### src/rtl/arm_fetch_pkg.sv
// Shared types for the LEGv8 instruction fetch stage.
// Holds the fetch FSM states and the buffered {word, pc} entry.
package arm_fetch_pkg;

  typedef enum logic {
    FETCH,
    DRAIN
  } fetch_state_t;

  localparam int INSTR_WIDTH     = 32;
  localparam int BYTES_PER_INSTR = 4;
  localparam int MAX_ADDR_WIDTH  = 64;

  typedef struct packed {
    logic [INSTR_WIDTH-1:0]    word;
    logic [MAX_ADDR_WIDTH-1:0] pc;
  } fetch_entry_t;

endpackage

### src/rtl/fetch_fifo.sv
// Small synchronous FIFO of fetched {word, pc} entries.
// Flush wins over push and pop; push at full is accepted with a pop.
module fetch_fifo
  import arm_fetch_pkg::*;
#(
  parameter int DEPTH = 2,
  localparam int CW = $clog2(DEPTH + 1),
  localparam int PW = (DEPTH > 1) ? $clog2(DEPTH) : 1
) (
  input  logic         clk,
  input  logic         rst_n,
  input  logic         push,
  input  logic         pop,
  input  logic         flush,
  input  fetch_entry_t wdata,
  output fetch_entry_t head,
  output logic [CW-1:0] count,
  output logic         empty
);

  localparam logic [CW-1:0] FULL_C = CW'(DEPTH);
  localparam logic [PW-1:0] LAST_C = PW'(DEPTH - 1);

  fetch_entry_t  mem_q [DEPTH];
  fetch_entry_t  mem_d [DEPTH];
  logic [PW-1:0] rd_q, rd_d;
  logic [PW-1:0] wr_q, wr_d;
  logic [CW-1:0] count_q, count_d;
  logic          do_push, do_pop;

  function automatic logic [PW-1:0] nxt(input logic [PW-1:0] p);
    if (p == LAST_C) return '0;
    return p + 1'b1;
  endfunction

  assign head  = mem_q[rd_q];
  assign count = count_q;
  assign empty = (count_q == '0);

  // Pointer, count and storage updates
  always_comb begin
    mem_d   = mem_q;
    rd_d    = rd_q;
    wr_d    = wr_q;
    count_d = count_q;
    do_pop  = pop && (count_q != '0);
    do_push = push && ((count_q != FULL_C) || do_pop);
    if (flush) begin
      rd_d    = '0;
      wr_d    = '0;
      count_d = '0;
    end else begin
      if (do_push) begin
        mem_d[wr_q] = wdata;
        wr_d        = nxt(wr_q);
      end
      if (do_pop) begin
        rd_d = nxt(rd_q);
      end
      unique case ({do_push, do_pop})
        2'b10:   count_d = count_q + 1'b1;
        2'b01:   count_d = count_q - 1'b1;
        default: count_d = count_q;
      endcase
    end
  end

  // State registers
  always_ff @(posedge clk or negedge rst_n) begin
    if (!rst_n) begin
      for (int i = 0; i < DEPTH; i++) mem_q[i] <= '0;
      rd_q    <= '0;
      wr_q    <= '0;
      count_q <= '0;
    end else begin
      mem_q   <= mem_d;
      rd_q    <= rd_d;
      wr_q    <= wr_d;
      count_q <= count_d;
    end
  end

endmodule

### src/rtl/instruction_fetch_unit.sv
// Byte-serial big-endian fetch stage for the LEGv8 core.
// Assembles 32-bit words, buffers them with PC, flushes on redirect.
module instruction_fetch_unit
  import arm_fetch_pkg::*;
#(
  parameter int ADDR_WIDTH = 64,
  parameter int FIFO_DEPTH = 2,
  parameter logic [ADDR_WIDTH-1:0] RESET_PC = '0
) (
  input  logic                  CLOCK,
  input  logic                  RESET_N,
  output logic                  MEM_REQ,
  output logic [ADDR_WIDTH-1:0] MEM_ADDR,
  input  logic [7:0]            MEM_RDATA,
  input  logic                  MEM_ACK,
  output logic [31:0]           INSTRUCTION,
  output logic [ADDR_WIDTH-1:0] INSTR_PC,
  output logic                  INSTR_VALID,
  input  logic                  INSTR_READY,
  input  logic                  REDIRECT,
  input  logic [ADDR_WIDTH-1:0] REDIRECT_PC
);

  localparam int CW = $clog2(FIFO_DEPTH + 1);
  localparam logic [CW-1:0] DEPTH_C = CW'(FIFO_DEPTH);
  localparam logic [ADDR_WIDTH-1:0] STEP_C =
    ADDR_WIDTH'(BYTES_PER_INSTR);

  fetch_state_t          state_q, state_d;
  logic [ADDR_WIDTH-1:0] fetch_pc_q, fetch_pc_d;
  logic [ADDR_WIDTH-1:0] target_pc_q, target_pc_d;
  logic [1:0]            byte_idx_q, byte_idx_d;
  logic [23:0]           word_buf_q, word_buf_d;

  logic                  mem_req;
  logic                  push, pop, flush;
  logic                  fifo_empty;
  logic [CW-1:0]         fifo_count;
  fetch_entry_t          push_entry, head;
  logic [ADDR_WIDTH-1:0] redir_pc;
  logic                  unused_redir_lsb;

  assign redir_pc = {REDIRECT_PC[ADDR_WIDTH-1:2], 2'b00};
  assign unused_redir_lsb = ^REDIRECT_PC[1:0];

  // A new word is only started once it owns a free FIFO slot
  assign mem_req = (state_q == DRAIN)
                || (byte_idx_q != 2'd0)
                || (fifo_count < DEPTH_C);

  assign MEM_REQ     = mem_req;
  assign MEM_ADDR    = fetch_pc_q + ADDR_WIDTH'(byte_idx_q);
  assign INSTR_VALID = !fifo_empty;
  assign INSTRUCTION = head.word;
  assign INSTR_PC    = head.pc[ADDR_WIDTH-1:0];
  assign pop         = INSTR_VALID && INSTR_READY;

  assign push_entry.word = {word_buf_q, MEM_RDATA};
  assign push_entry.pc   = MAX_ADDR_WIDTH'(fetch_pc_q);

  // Fetch FSM: byte assembly, redirect and drain of abandoned request
  always_comb begin
    state_d     = state_q;
    fetch_pc_d  = fetch_pc_q;
    target_pc_d = target_pc_q;
    byte_idx_d  = byte_idx_q;
    word_buf_d  = word_buf_q;
    push        = 1'b0;
    flush       = 1'b0;
    unique case (state_q)
      FETCH: begin
        if (REDIRECT) begin
          flush = 1'b1;
          if (mem_req && !MEM_ACK) begin
            target_pc_d = redir_pc;
            state_d     = DRAIN;
          end else begin
            fetch_pc_d = redir_pc;
            byte_idx_d = 2'd0;
          end
        end else if (mem_req && MEM_ACK) begin
          if (byte_idx_q == 2'd3) begin
            push       = 1'b1;
            fetch_pc_d = fetch_pc_q + STEP_C;
            byte_idx_d = 2'd0;
          end else begin
            byte_idx_d = byte_idx_q + 2'd1;
            unique case (byte_idx_q)
              2'd0:    word_buf_d[23:16] = MEM_RDATA;
              2'd1:    word_buf_d[15:8]  = MEM_RDATA;
              default: word_buf_d[7:0]   = MEM_RDATA;
            endcase
          end
        end
      end
      DRAIN: begin
        if (REDIRECT) begin
          flush       = 1'b1;
          target_pc_d = redir_pc;
        end
        if (MEM_ACK) begin
          fetch_pc_d = REDIRECT ? redir_pc : target_pc_q;
          byte_idx_d = 2'd0;
          state_d    = FETCH;
        end
      end
      default: state_d = FETCH;
    endcase
  end

  // Fetch state registers
  always_ff @(posedge CLOCK or negedge RESET_N) begin
    if (!RESET_N) begin
      state_q     <= FETCH;
      fetch_pc_q  <= RESET_PC;
      target_pc_q <= RESET_PC;
      byte_idx_q  <= 2'd0;
      word_buf_q  <= '0;
    end else begin
      state_q     <= state_d;
      fetch_pc_q  <= fetch_pc_d;
      target_pc_q <= target_pc_d;
      byte_idx_q  <= byte_idx_d;
      word_buf_q  <= word_buf_d;
    end
  end

  fetch_fifo #(
    .DEPTH(FIFO_DEPTH)
  ) u_fifo (
    .clk  (CLOCK),
    .rst_n(RESET_N),
    .push (push),
    .pop  (pop),
    .flush(flush),
    .wdata(push_entry),
    .head (head),
    .count(fifo_count),
    .empty(fifo_empty)
  );

endmodule

### config.mk
export PLATFORM = sky130hd
export DESIGN_NAME = instruction_fetch_unit
export DESIGN_NICKNAME = d
export VERILOG_FILES = /design/src/rtl/arm_fetch_pkg.sv /design/src/rtl/fetch_fifo.sv /design/src/rtl/instruction_fetch_unit.sv
export SDC_FILE = /design/constraint.sdc
export NUM_CORES = 1
export LEC_CHECK = 0
export CAP_MARGIN = 30
export CORE_MARGIN = 4
export CORE_UTILIZATION = 30
export CTS_CLUSTER_SIZE = 30
export DETAILED_ROUTE_END_ITERATION = 7
export PLACE_DENSITY = 0.61
export SLEW_MARGIN = 15
export SYNTH_ARGS = -nofsm -noshare
export SYNTH_HDL_FRONTEND = slang
export SYNTH_SLANG_ARGS = --single-unit
### constraint.sdc
create_clock -name CLOCK -period 5 [get_ports CLOCK]
set_input_delay 1.25 -clock CLOCK [delete_from_list [all_inputs] [get_ports CLOCK]]
set_output_delay 1.25 -clock CLOCK [all_outputs]
set_load 0.05 [all_outputs]
# Word-level counts from Yosys, hierarchy flattened
# Index checks and enable logic that the tools add are counted.
dict set report classes {
  n_shift 0
  n_reduce_logical 26
  eq_ne 11
  n_div 0
  add_sub_neg 7
  n_lt_le_gt_ge 4
  bitwise 7
  muxes 47
  n_mul 0
}
# op count
set ops {}
lappend ops {{2-to-1 mux 64 bit} 8}
lappend ops {{2-to-1 mux 96 bit} 4}
lappend ops {{case mux 64 bit (2 select lines)} 2}
lappend ops {{bitwise mux 192 bit} 1}
lappend ops {{demux 96 bit (select 1 bit)} 1}
lappend ops {{adder 64 x 2 -> 64 bit} 1}
lappend ops {{adder 64 x 3 -> 64 bit (second input constant)} 1}
lappend ops {{2-to-1 mux 1 bit} 22}
lappend ops {{AND reduction 5 bit} 3}
lappend ops {{2-to-1 mux 2 bit} 6}
lappend ops {{!= test 3 bit (second input constant)} 3}
lappend ops {{!= test 2 bit (second input constant)} 4}
lappend ops {{case mux 2 bit (2 select lines)} 2}
lappend ops {{nonzero test 2 bit} 4}
lappend ops {{logical AND 1 bit} 6}
lappend ops {{NOT 1 bit} 5}
lappend ops {{adder 2 x 1 -> 2 bit (second input constant)} 2}
lappend ops {{== test 2 x 1 -> 1 bit (second input constant)} 2}
lappend ops {{== test 2 bit (second input constant)} 2}
lappend ops {{greater-or-equal comparator 2 bit (second input constant)} 2}
lappend ops {{logical NOT 2 bit} 2}
lappend ops {{NOT 1 -> 2 bit} 2}
lappend ops {{AND reduction 2 bit} 2}
lappend ops {{AND reduction 4 bit} 1}
lappend ops {{other kinds (10)} 14}
dict set report word_totals {
  mem_bits_rw 0
  in_bits 77
  rom_bits 0
  elab_cells 116
  output_inout_bits 162
  latch_bits 0
  ff_bits 351
  memories 0
}

# Longest topological paths before layout
# Gate-level depths: netlist (run 1).
dict set report logic_depth {
  word_depth 13
  depth_mapped 10
}

# Modules after synthesis
# A second synthesis (run 1) with hierarchy kept.
dict set report unflattened {
  cells_unflattened 1559
  hier_area_um2 18136.1
}
# mod seq_area_each_um2 area_each_um2 cells_each n_inst
set modules_own_cells {}
lappend modules_own_cells {instruction_fetch_unit 3878.7 9582.9 1022 1}
lappend modules_own_cells {fetch_fifo 4904.7 8553.2 537 1}

# Worst setup path after synthesis (run 1)
# Ideal clock, no wire load.
dict set report synth_timing {
  path_type {register to output}
  startpoint {reg fetch_pc_q[8]}
  endpoint {out MEM_ADDR[28]}
  arrival_ns 2.640
  slack_ns 1.110
  stages_incl_launch_ff 8
  path_cell_list {dfrtp_1 > nand4_1 > buf_2 > or3_1 > clkbuf_1 > nor4_1 > nand2_1 > xnor2_1}
}
dict set report synth_via {
  elab_chain_len 1
}
# item line
set synth_lines {}
lappend synth_lines {{from (decl)} instruction_fetch_unit.sv:30} ;# logic [ADDR_WIDTH-1:0] fetch_pc_q, fetch_pc_d;
lappend synth_lines {{from (signal assigned)} instruction_fetch_unit.sv:121} ;# fetch_pc_q <= fetch_pc_d;
lappend synth_lines {{adder 64 x 2 -> 64 bit} instruction_fetch_unit.sv:52} ;# assign MEM_ADDR = fetch_pc_q + ADDR_WIDTH'(byte_idx_q);
lappend synth_lines {{to (decl)} instruction_fetch_unit.sv:13} ;# output logic [ADDR_WIDTH-1:0] MEM_ADDR,
# Every way passes these cells.

# Worst setup path in the final report (run 1)
dict set report layout_timing {
  startpoint {reg fetch_pc_q[9]}
  endpoint {out MEM_ADDR[62]}
}
# Same word-level chain as after synthesis.

==> impl_results.md, run 1 <==
* Num Clock Sinks at approximately 350
* Number of buffers on the longest clock path at 3
* Library cell used as clock root buffer: sky130_fd_sc_hd__clkbuf_16
* Pin count of the biggest net entering global routing at 120
* Via count of the first global-routing pass at approximately 14,000
* Number of antenna violations at the first check in global routing at 6
* Detail Placement HPWL at 39,400 um
* Pleak at a little under 10 nW
* Period Utilization, post-route at 0.950
* Worst-case hold slack at around 480 ps
* Routed wire per std cell at 22.2 um
* Sequential cell area fraction in the yosys report at 0.489
* Stage delay of the slowest cell on the critical path at between 600 and 700 ps
* Effective utilization at floorplan at 0.304
* GRT Residual Overflow at 0
* Total core area at ~60,000 um2
* Asr flop ratio synth at 1.00
* Die H at between 200 and 300 um
* Final Skew at between 10 and 15 ps
* Final hold violation count at 0
* Worst ir drop on vdd at roughly 0.26 mV
* Average vias per placed instance at around 5.3
* Launching element type of the critical path: register
* Slew headroom at 0.368
* Setup repair after global routing missed its margin: no
* Sum of routed wire length over all layers at around 57,000 um
* Setup tns final at 0 ps
* Library cell contributing the largest single delay on the critical path: sky130_fd_sc_hd__or3_1
* Tot GR Track Use at 0.177
* Max-slew violations at 0
* Number of hold-repair buffers added at the cts stage at 0
* Critical path capture point type: output port
* Most used flip-flop cell after synthesis: sky130_fd_sc_hd__dfrtp_1
* Finish-stage setup viols at 0
* Clk Latency, worst-skew pair at between 500 and 600 ps
* Count of yosys warnings during synthesis at 0
* Critical register-to-register path startpoint: state_q$_DFF_PN0_
* Depth of the worst register-to-register path at 6
* Arrival time at the worst endpoint at approximately 3500 ps
* Capture point of the critical path: MEM_ADDR[62]
* Synth cell types at approximately 70
* Global-route wire length before repair at slightly below 90,000 um
* I/O pin cnt at about 240
* Number of enable-type register cells in the synthesized netlist at 0
* Capture point of the worst reg-to-reg path: u_fifo.mem_q[119]$_DFFE_PN0P_
* Worst Hold Class: reg2reg
* Min Tclk post-route at about 4800 ps
* Crit-path max FO at 12
* Minimum setup slack among reg-to-reg paths at about 1900 ps
* CP bufs+invs at 2
* Total of buffers placed on input and output ports at around 240
* Synth Net Count at 1,671
* Horizontal extent of the die at ~250 um
* Placement row count at 89
* Depth of the critical timing path with buffers and inverters included at 7
* Post-detailed-route count of antenna-violating nets at 0
* Fmax at 210 MHz
* Initial DRC count at 1,210
* Slew @ Worst Pin at between 900 and 1000 ps
* Count of mapped cells out of synthesis at 1,587
* Flops & latches, synth at between 300 and 400
* Total die area at approximately 64,000 um2
* Launch instance of the worst min-delay path: u_fifo.mem_q[63]$_DFFE_PN0P_
* Clock tree from TritonCTS: yes
* Critical path cell sequence: nand3_1 -> or3_1 -> nor3_4 -> buf_12 -> nand4_1 -> xnor2_1 -> buf_4
* Area delta synth->final at 26.8%
* Placer's final routability congestion estimate at approximately 0.87
* Clock slew at the register clock pins of the worst setup and hold paths at approximately 70 ps
* PwrDens at roughly 420 nW/um2
* Layout Nets at approximately 1,900
* Number of clock buffers inserted by TritonCTS at between 40 and 50
* Mapped Avg Cell Area at around 11 um2
* # DRC at 0
* Share of layout cells above drive strength 1 at 0.312
* Maximum capacitance violations at 0
* Cell class contributing the biggest share of worst-path delay: simple AND/OR/NAND/NOR gates
* DR pass1 iterations at 6
* Result of the run: complete, no violations
* Overall power after layout at ~9.5 mW
* Mapped cell area at 18,000 um2
* Worst Setup Path Type: reg2out
* Number of vias in the routed layout at 13,798
* WP data required at about 3800 ps
* H-tree level count at 2
* Crit. Startpoint: fetch_pc_q[9]$_DFFE_PN0P_
layout by cell type, fill, tap and decap left out, types with 4 or more instances in the layout:
cell and count:
sky130_fd_sc_hd__inv_1 13, sky130_fd_sc_hd__xnor2_1 36, sky130_fd_sc_hd__o31a_1 11, sky130_fd_sc_hd__a22oi_1 36, sky130_fd_sc_hd__o41ai_1 4, sky130_fd_sc_hd__clkbuf_16 42
sky130_fd_sc_hd__clkinv_2 5, sky130_fd_sc_hd__o22ai_1 6, sky130_fd_sc_hd__or3_1 12, sky130_fd_sc_hd__nor4_1 23, sky130_fd_sc_hd__bufinv_16 4, sky130_fd_sc_hd__clkbuf_8 9
sky130_fd_sc_hd__mux2_2 367, sky130_fd_sc_hd__a31oi_1 9, sky130_fd_sc_hd__a21oi_1 39, sky130_fd_sc_hd__nor2_1 68, sky130_fd_sc_hd__xor2_1 27, sky130_fd_sc_hd__o2bb2ai_1 9
sky130_fd_sc_hd__a222oi_1 5, sky130_fd_sc_hd__and3_1 10, sky130_fd_sc_hd__ha_1 6, sky130_fd_sc_hd__or2_2 6, sky130_fd_sc_hd__nand4_1 43, sky130_fd_sc_hd__and2_1 8
sky130_fd_sc_hd__a22o_1 10, sky130_fd_sc_hd__o311ai_0 6, sky130_fd_sc_hd__clkbuf_1 7, sky130_fd_sc_hd__dfrtp_1 350, sky130_fd_sc_hd__buf_12 22, sky130_fd_sc_hd__o211ai_1 17
sky130_fd_sc_hd__nand2_1 104, sky130_fd_sc_hd__nand3_1 35, sky130_fd_sc_hd__clkdlybuf4s50_1 187, sky130_fd_sc_hd__and4_1 6, sky130_fd_sc_hd__clkinv_4 4, sky130_fd_sc_hd__nor3_1 29
sky130_fd_sc_hd__or4_1 12, sky130_fd_sc_hd__buf_4 74, sky130_fd_sc_hd__o21ai_0 74
worst min path at each step:
| stage | to | cells after the start |
|---|---|---|
| 2_1_floorplan | u_fifo.mem_q[13]$_DFFE_PN0P_ | 2 |
| 3_3_place_gp | u_fifo.mem_q[35]$_DFFE_PN0P_ | 2 |
| 3_5_place_dp | u_fifo.mem_q[13]$_DFFE_PN0P_ | 2 |
| 4_1_cts | u_fifo.mem_q[13]$_DFFE_PN0P_ | 2 |
| 5_1_grt | u_fifo.mem_q[49]$_DFFE_PN0P_ | 2 |
| 6_report | u_fifo.mem_q[63]$_DFFE_PN0P_ | 2 |
where the power goes:
group          total [mW]  leakage (nW)  internal [mW]  switching (mW)
sequential           3.66          4.56           3.22           0.432
combinational        2.61          4.49           1.02            1.59
clock                3.22         0.714           1.91            1.31
worst min-delay path, cell delays in order (launching register included):
cell,delay [ps]
sky130_fd_sc_hd__dfrtp_1,340
sky130_fd_sc_hd__nand2_1,50
sky130_fd_sc_hd__o21ai_0,60
kinds of logic (layout without fill, tap and decap cells):
kind of cell	Yosys count	after routing	synth area share
mux	369	369	0.231
buf+inv	158	378	0.0368
compound gates	255	255	0.0954
other cells	0	3	0
flops	351	351	0.489
fa+ha+maj	7	7	0.00529
simple gates	383	383	0.111
xor+xnor	64	64	0.0312
per-stage QoR:
step	std cells	cell area, um2	setup WS, ps	utilization
after floorplan	1587	18000	1110	-
after global placement	2497	21200	515	0.359
after detailed placement	2497	21200	459	0.359
after CTS	2577	22700	29.9	0.384
after global routing	2582	22800	88.6	0.385
final	2583	22800	248	0.385
sequential cells by signal (all words and copies together), names as in the netlist:
register	flops
u_fifo.mem_q	192
target_pc_q	64
word_buf_q	24
state_q	1
u_fifo.rd_q	1
u_fifo.count	2
fetch_pc_q	64
byte_idx_q	2
u_fifo.wr_q	1
synth_stat cells (9+ instances only):
cell                        count  area [um2]
sky130_fd_sc_hd__nor3_1        29         145
sky130_fd_sc_hd__xnor2_1       36         315
sky130_fd_sc_hd__buf_2         36         180
sky130_fd_sc_hd__or3_1         12        75.1
sky130_fd_sc_hd__a31oi_1        9        56.3
sky130_fd_sc_hd__o31a_1        11        96.3
sky130_fd_sc_hd__o21ai_0       74         370
sky130_fd_sc_hd__clkbuf_1      88         330
sky130_fd_sc_hd__dfrtp_1      351        8780
sky130_fd_sc_hd__nand3_1       35         175
sky130_fd_sc_hd__o211ai_1      17         128
sky130_fd_sc_hd__a22o_1        10        87.6
sky130_fd_sc_hd__xor2_1        28         245
sky130_fd_sc_hd__buf_1         15        56.3
sky130_fd_sc_hd__nand2_1      105         394
sky130_fd_sc_hd__inv_1         13        48.8
sky130_fd_sc_hd__a21oi_1       39         195
sky130_fd_sc_hd__nor4_1        23         144
sky130_fd_sc_hd__nor2_1        69         259
sky130_fd_sc_hd__mux2_2       367        4130
sky130_fd_sc_hd__or4_1         12        90.1
sky130_fd_sc_hd__a22oi_1       36         270
sky130_fd_sc_hd__o2bb2ai_1      9        78.8
sky130_fd_sc_hd__nand4_1       43         269
sky130_fd_sc_hd__and3_1        10        62.6
final cells by class:
| type | count | area [um2] |
|---|---|---|
| Tap cell | 773 | 967 |
| Inverter | 13 | 48.8 |
| Clock buffer | 58 | 1200 |
| Fill cell | 5724 | 36400 |
| Clock inverter | 19 | 260 |
| Timing Repair Buffer | 288 | 2920 |
| Sequential cell | 351 | 8790 |
| Multi-Input combinational cell | 1078 | 8580 |
| Antenna cell | 3 | 7.51 |
metal layers:
metal  track usage  share of wire
met1         0.238           0.44
met2         0.285           0.47
met3        0.0416          0.069
met4        0.0515          0.025
met5             0        0.00065
what timing repair did:
item,in CTS,in global routing
buffers inserted,3,3
gates resized for setup,2,2
setup endpoints to repair,7,7
pin swaps,2,2
(Power assumes the default switching activity.)
==> run 2, diff against run 1 <==
--- a/config.mk
+++ b/config.mk
@@ -5,6 +5,7 @@
 export SDC_FILE = /design/constraint.sdc
 export NUM_CORES = 1
 export LEC_CHECK = 0
+export ABC_AREA = 1
 export CAP_MARGIN = 30
 export CORE_MARGIN = 4
 export CORE_UTILIZATION = 30
==> run 2 against run 1 <==
  * Register-to-register slack better by 200 ps
  * Clock power down 5%
  * Critical path depth up 1
  * Cell area up 0.55%
  * Critical endpoint is now MEM_ADDR[33]
  * Largest power group is now combinational cells
==> impl_results.md, run 2 <==
* Result of the run: complete, no violations
* Synth cell types at 44 (-36%)
* Antenna diode instance count at 0 (-3)
* Total of buffers placed on input and output ports at 236 (unchanged)
* Largest register FFs at 192 (unchanged)
* Number of antenna violations at the first check in global routing at 0 (-6)
* H-tree level count at 2 (unchanged)
* PwrDens at 654 nW/um2 (+57%)
* Met3 layer usage reported by global route at 0.0347 (-0.00691)
* Initial DRC count at 1,548 (+28%)
* Arrival time at the worst endpoint at 3670 ps (+170 ps)
* Count of yosys warnings during synthesis at 0 (unchanged)
* Area share of the largest cell type after synthesis at 0.478 (-0.0109)
* Worst-case hold slack at 480 ps (+0.401 ps)
* Most used flip-flop cell after synthesis: sky130_fd_sc_hd__dfrtp_1
* Fraction of the core area covered by cells at the end of the flow at 0.379 (-0.00646)
* Synthesized-area fraction occupied by adder cells at 0.00518 (-0.000118)
* Critical path capture point type: output port
* Placement row count at 90 (+1.1%)
* Most repeated cell in the gate-level netlist after synthesis: sky130_fd_sc_hd__nand2_1
* Minimum setup slack among reg-to-reg paths at 2100 ps (+200 ps)
* Period Utilization, post-route at 0.983 (+0.0330)
* Slew @ Worst Pin at 980 ps (+33.9 ps)
* Setup repair after global routing missed its margin: no
* Crit-path max FO at 10 (-2)
* Crit. Startpoint: fetch_pc_q[2]$_DFFE_PN0P_
* Count of mapped cells out of synthesis at 2,351 (+48%)
* Commonest non-fill, non-tap cells in the layout: sky130_fd_sc_hd__nand2_1, sky130_fd_sc_hd__dfrtp_1, sky130_fd_sc_hd__o21ai_0
* Maximum capacitance violations at 0 (unchanged)
* Final Skew at 29.5 ps (+14.8 ps)
* Multiplexer area fraction after synthesis at 0.0264 (-0.205)
* Final hold violation count at 0 (unchanged)
* Mapped cell area at 18,400 um2 (+2.3%)
* Worst ir drop on vdd at 0.290 mV (+11%)
* Total core area at 60,500 um2 (+2.3%)
* Tot GR Track Use at 0.190 (+0.0129)
* Library cell used as clock root buffer: sky130_fd_sc_hd__clkbuf_16
* Slew headroom at 0.346 (-0.0222)
* Layout Nets at 2,602 (+40%)
* Max-slew violations at 0 (unchanged)
* Asr flop ratio synth at 1.00 (unchanged)
* Area delta synth->final at 24.6%
* Launching element type of the critical path: register
* Number of clock buffers inserted by TritonCTS at 40 (-4.8%)
* Pleak at 10.2 nW (+4.1%)
* Number of vias in the routed layout at 16,384 (+19%)
* Horizontal extent of the die at 255 um (+1.1%)
* Logic gate share of total power at 0.490 (+0.215)
* Area fraction in compound gates after synthesis at 0.164 (+0.0688)
* Share of layout cells above drive strength 1 at 0.0727 (-0.239)
* Min Tclk post-route at 4920 ps (+165 ps)
* Number of enable-type register cells in the synthesized netlist at 0 (unchanged)
* Pin count of the biggest net entering global routing at 165 (+38%)
* Worst Hold Class: reg2reg
* Mapped Avg Cell Area at 7.81 um2 (-31%)
* Clk Latency, worst-skew pair at 580 ps (about the same)
* WP data required at 3750 ps (about the same)
* Critical path cell sequence: inv_1 -> nor2_2 -> nand2_2 -> nor2_4 -> nand2_1 -> nor2_1 -> xor2_1 -> clkdlybuf4s50_1
* Register with the most flip-flops: u_fifo.mem_q
* Library cell contributing the largest single delay on the critical path: sky130_fd_sc_hd__clkdlybuf4s50_1
* Cell depth of the worst min-delay path at 2 (unchanged)
* Num Clock Sinks at 351 (unchanged)
* Crit path setup slack, layout at 82.6 ps (-165 ps)
* GRT met2 Usage at 0.295 (+0.0101)
* Fmax at 203 MHz (-3.4%)
* # DRC at 0 (unchanged)
* Die H at 255 um (+1.1%)
* Via count of the first global-routing pass at 15,460 (+8.7%)
* Basic-gate share of the synthesized area counting and, or, nand and nor cells at 0.212 (+0.101)
* GRT Residual Overflow at 0 (unchanged)
* Clock tree from TritonCTS: yes
* Clock slew at the register clock pins of the worst setup and hold paths at 60 ps (about the same)
* Worst Setup Path Type: reg2out
* GRT busiest layer: met2
* Post-synthesis cell type with the largest combined area: sky130_fd_sc_hd__dfrtp_1
* Main combinational cell family by area after synthesis: simple AND/OR/NAND/NOR gates
* Int Power at 7.74 mW (+26%)
* Stage delay of the slowest cell on the critical path at 920 ps (+300 ps)
* Global-route wire length before repair at 96,400 um (+9.5%)
* List of most frequent post-synthesis cells: sky130_fd_sc_hd__nand2_1, sky130_fd_sc_hd__dfrtp_1, sky130_fd_sc_hd__o21ai_0, sky130_fd_sc_hd__inv_1, sky130_fd_sc_hd__nor2_1
* Depth of the worst register-to-register path at 8 (+2)
* Post-synthesis xor/xnor area fraction at 0.0272 (-0.00403)
* Setup tns final at 0 ps (unchanged)
* Clock power share at 0.204 (-0.136)
* Sequential Power Share at 0.306 (-0.079)
* Synth Net Count at 2,435 (+46%)
* Most frequent standard cell in the layout excluding fill and tap cells: sky130_fd_sc_hd__nand2_1
* End point of the worst hold path: target_pc_q[40]$_DFFE_PN0P_
* Post-detailed-route count of antenna-violating nets at 0 (unchanged)
* Sequential cell area fraction in the yosys report at 0.478 (-0.0109)
* Switching Fraction at 0.483 (+0.132)
* Placer's final routability congestion estimate at 0.934 (+7.5%)
* Worst slack after detailed placement at 649 ps (+190 ps)
* Switching power at 7.24 mW (+120%)
* Area contributors post-synth: sky130_fd_sc_hd__dfrtp_1, sky130_fd_sc_hd__nand2_1, sky130_fd_sc_hd__o21ai_0, sky130_fd_sc_hd__inv_1, sky130_fd_sc_hd__nor2_1
* Routed wire per std cell at 19.2 um (-13%)
* Flops & latches, synth at 351 (unchanged)
* Total die area at 65,300 um2 (+2.2%)
* Global routing usage on met1 at 0.272 (+0.0337)
* Finish-stage setup viols at 0 (unchanged)
* Number of buffers on the longest clock path at 3 (unchanged)
* Average vias per placed instance at 4.92 (-7.8%)
* Critical register-to-register path startpoint: state_q$_DFF_PN0_
* Launch instance of the worst min-delay path: target_pc_q[40]$_DFFE_PN0P_
* Capture point of the worst reg-to-reg path: u_fifo.mem_q[58]$_DFFE_PN0P_
* DR pass1 iterations at 6 (unchanged)
* Sum of routed wire length over all layers at 64,100 um (+12%)
* Number of filler cells placed in the layout at 6,195 (+8.2%)
* Detail Placement HPWL at 46,700 um (+19%)
* Biggest regs: u_fifo.mem_q: 192 flops, fetch_pc_q: 64 flops, target_pc_q: 64 flops
* I/O pin cnt at 239 (unchanged)
* Effective utilization at floorplan at 0.304 (about the same)
==> run 2: repair_timing <==
item,4_1_cts,5_1_grt
resized for setup,0,7
hold buffers,0,0
buffers inserted,0,0
endpoints found under the setup margin,0,7
==> run 2: power by group through the flow <==
stage	Sequential, mW	Clock (mW)	Combinational, mW
2_1_floorplan	4.14	0	4.81
3_3_place_gp	4.57	0	7.31
3_5_place_dp	4.60	0	7.35
4_1_cts	4.55	3.12	7.38
5_1_grt	4.67	3.23	7.80
6_report	4.58	3.06	7.33
==> run 2: worst max-delay path: cells and delay by family, from the launching register on <==
family | cells | cell delay, ps
DFF | 1 | 610
and+or+nand+nor | 5 | 910
buffers and inverters | 2 | 1130
xor gates and xnor gates | 1 | 460
==> run 2: routing by layer <==
metal / vias up / part of all wire
met1: 7880 / 0.46
met4: 0 / 0.025
met2: 553 / 0.44
met5: - / 0
met3: 72 / 0.070
li1: 7879 / -
==> run 2: cell type report <==
type	instances	area, um2	share of cell area
Timing Repair Buffer	263	2840	0.124
Clock inverter	10	180	0.00787
Tap cell	782	978	0.0427
Clock buffer	60	1180	0.0514
Inverter	249	937	0.0409
Sequential cell	351	8790	0.384
Multi-Input combinational cell	1613	7990	0.349
==> run 2: logic make-up after synthesis <==
group	Yosys count
XOR/XNOR	57
adder cells (fa/ha/maj)	7
buffers and inverters	387
AND/OR/NAND/NOR	978
AO/OA/AOI/OAI	528
flip-flops	351
multiplexers	43
==> run 2: stage by stage <==
stage	std cells	area, um2	total power [mW]
global placement	3257	21500	11.9
global route	3328	22900	15.7
detailed placement	3257	21500	12.0
finish	3328	22900	15.0
floorplan	2351	18400	8.95
CTS	3327	22900	15.1
==> run 2: worst max path at each step <==
stage,to,slack [ps],cells after the start
5_1_grt,MEM_ADDR[50],1,10
3_3_place_gp,MEM_ADDR[34],670,10
6_report,MEM_ADDR[33],80,8
2_1_floorplan,MEM_ADDR[62],1390,4
4_1_cts,MEM_ADDR[34],9,10
3_5_place_dp,MEM_ADDR[34],650,10
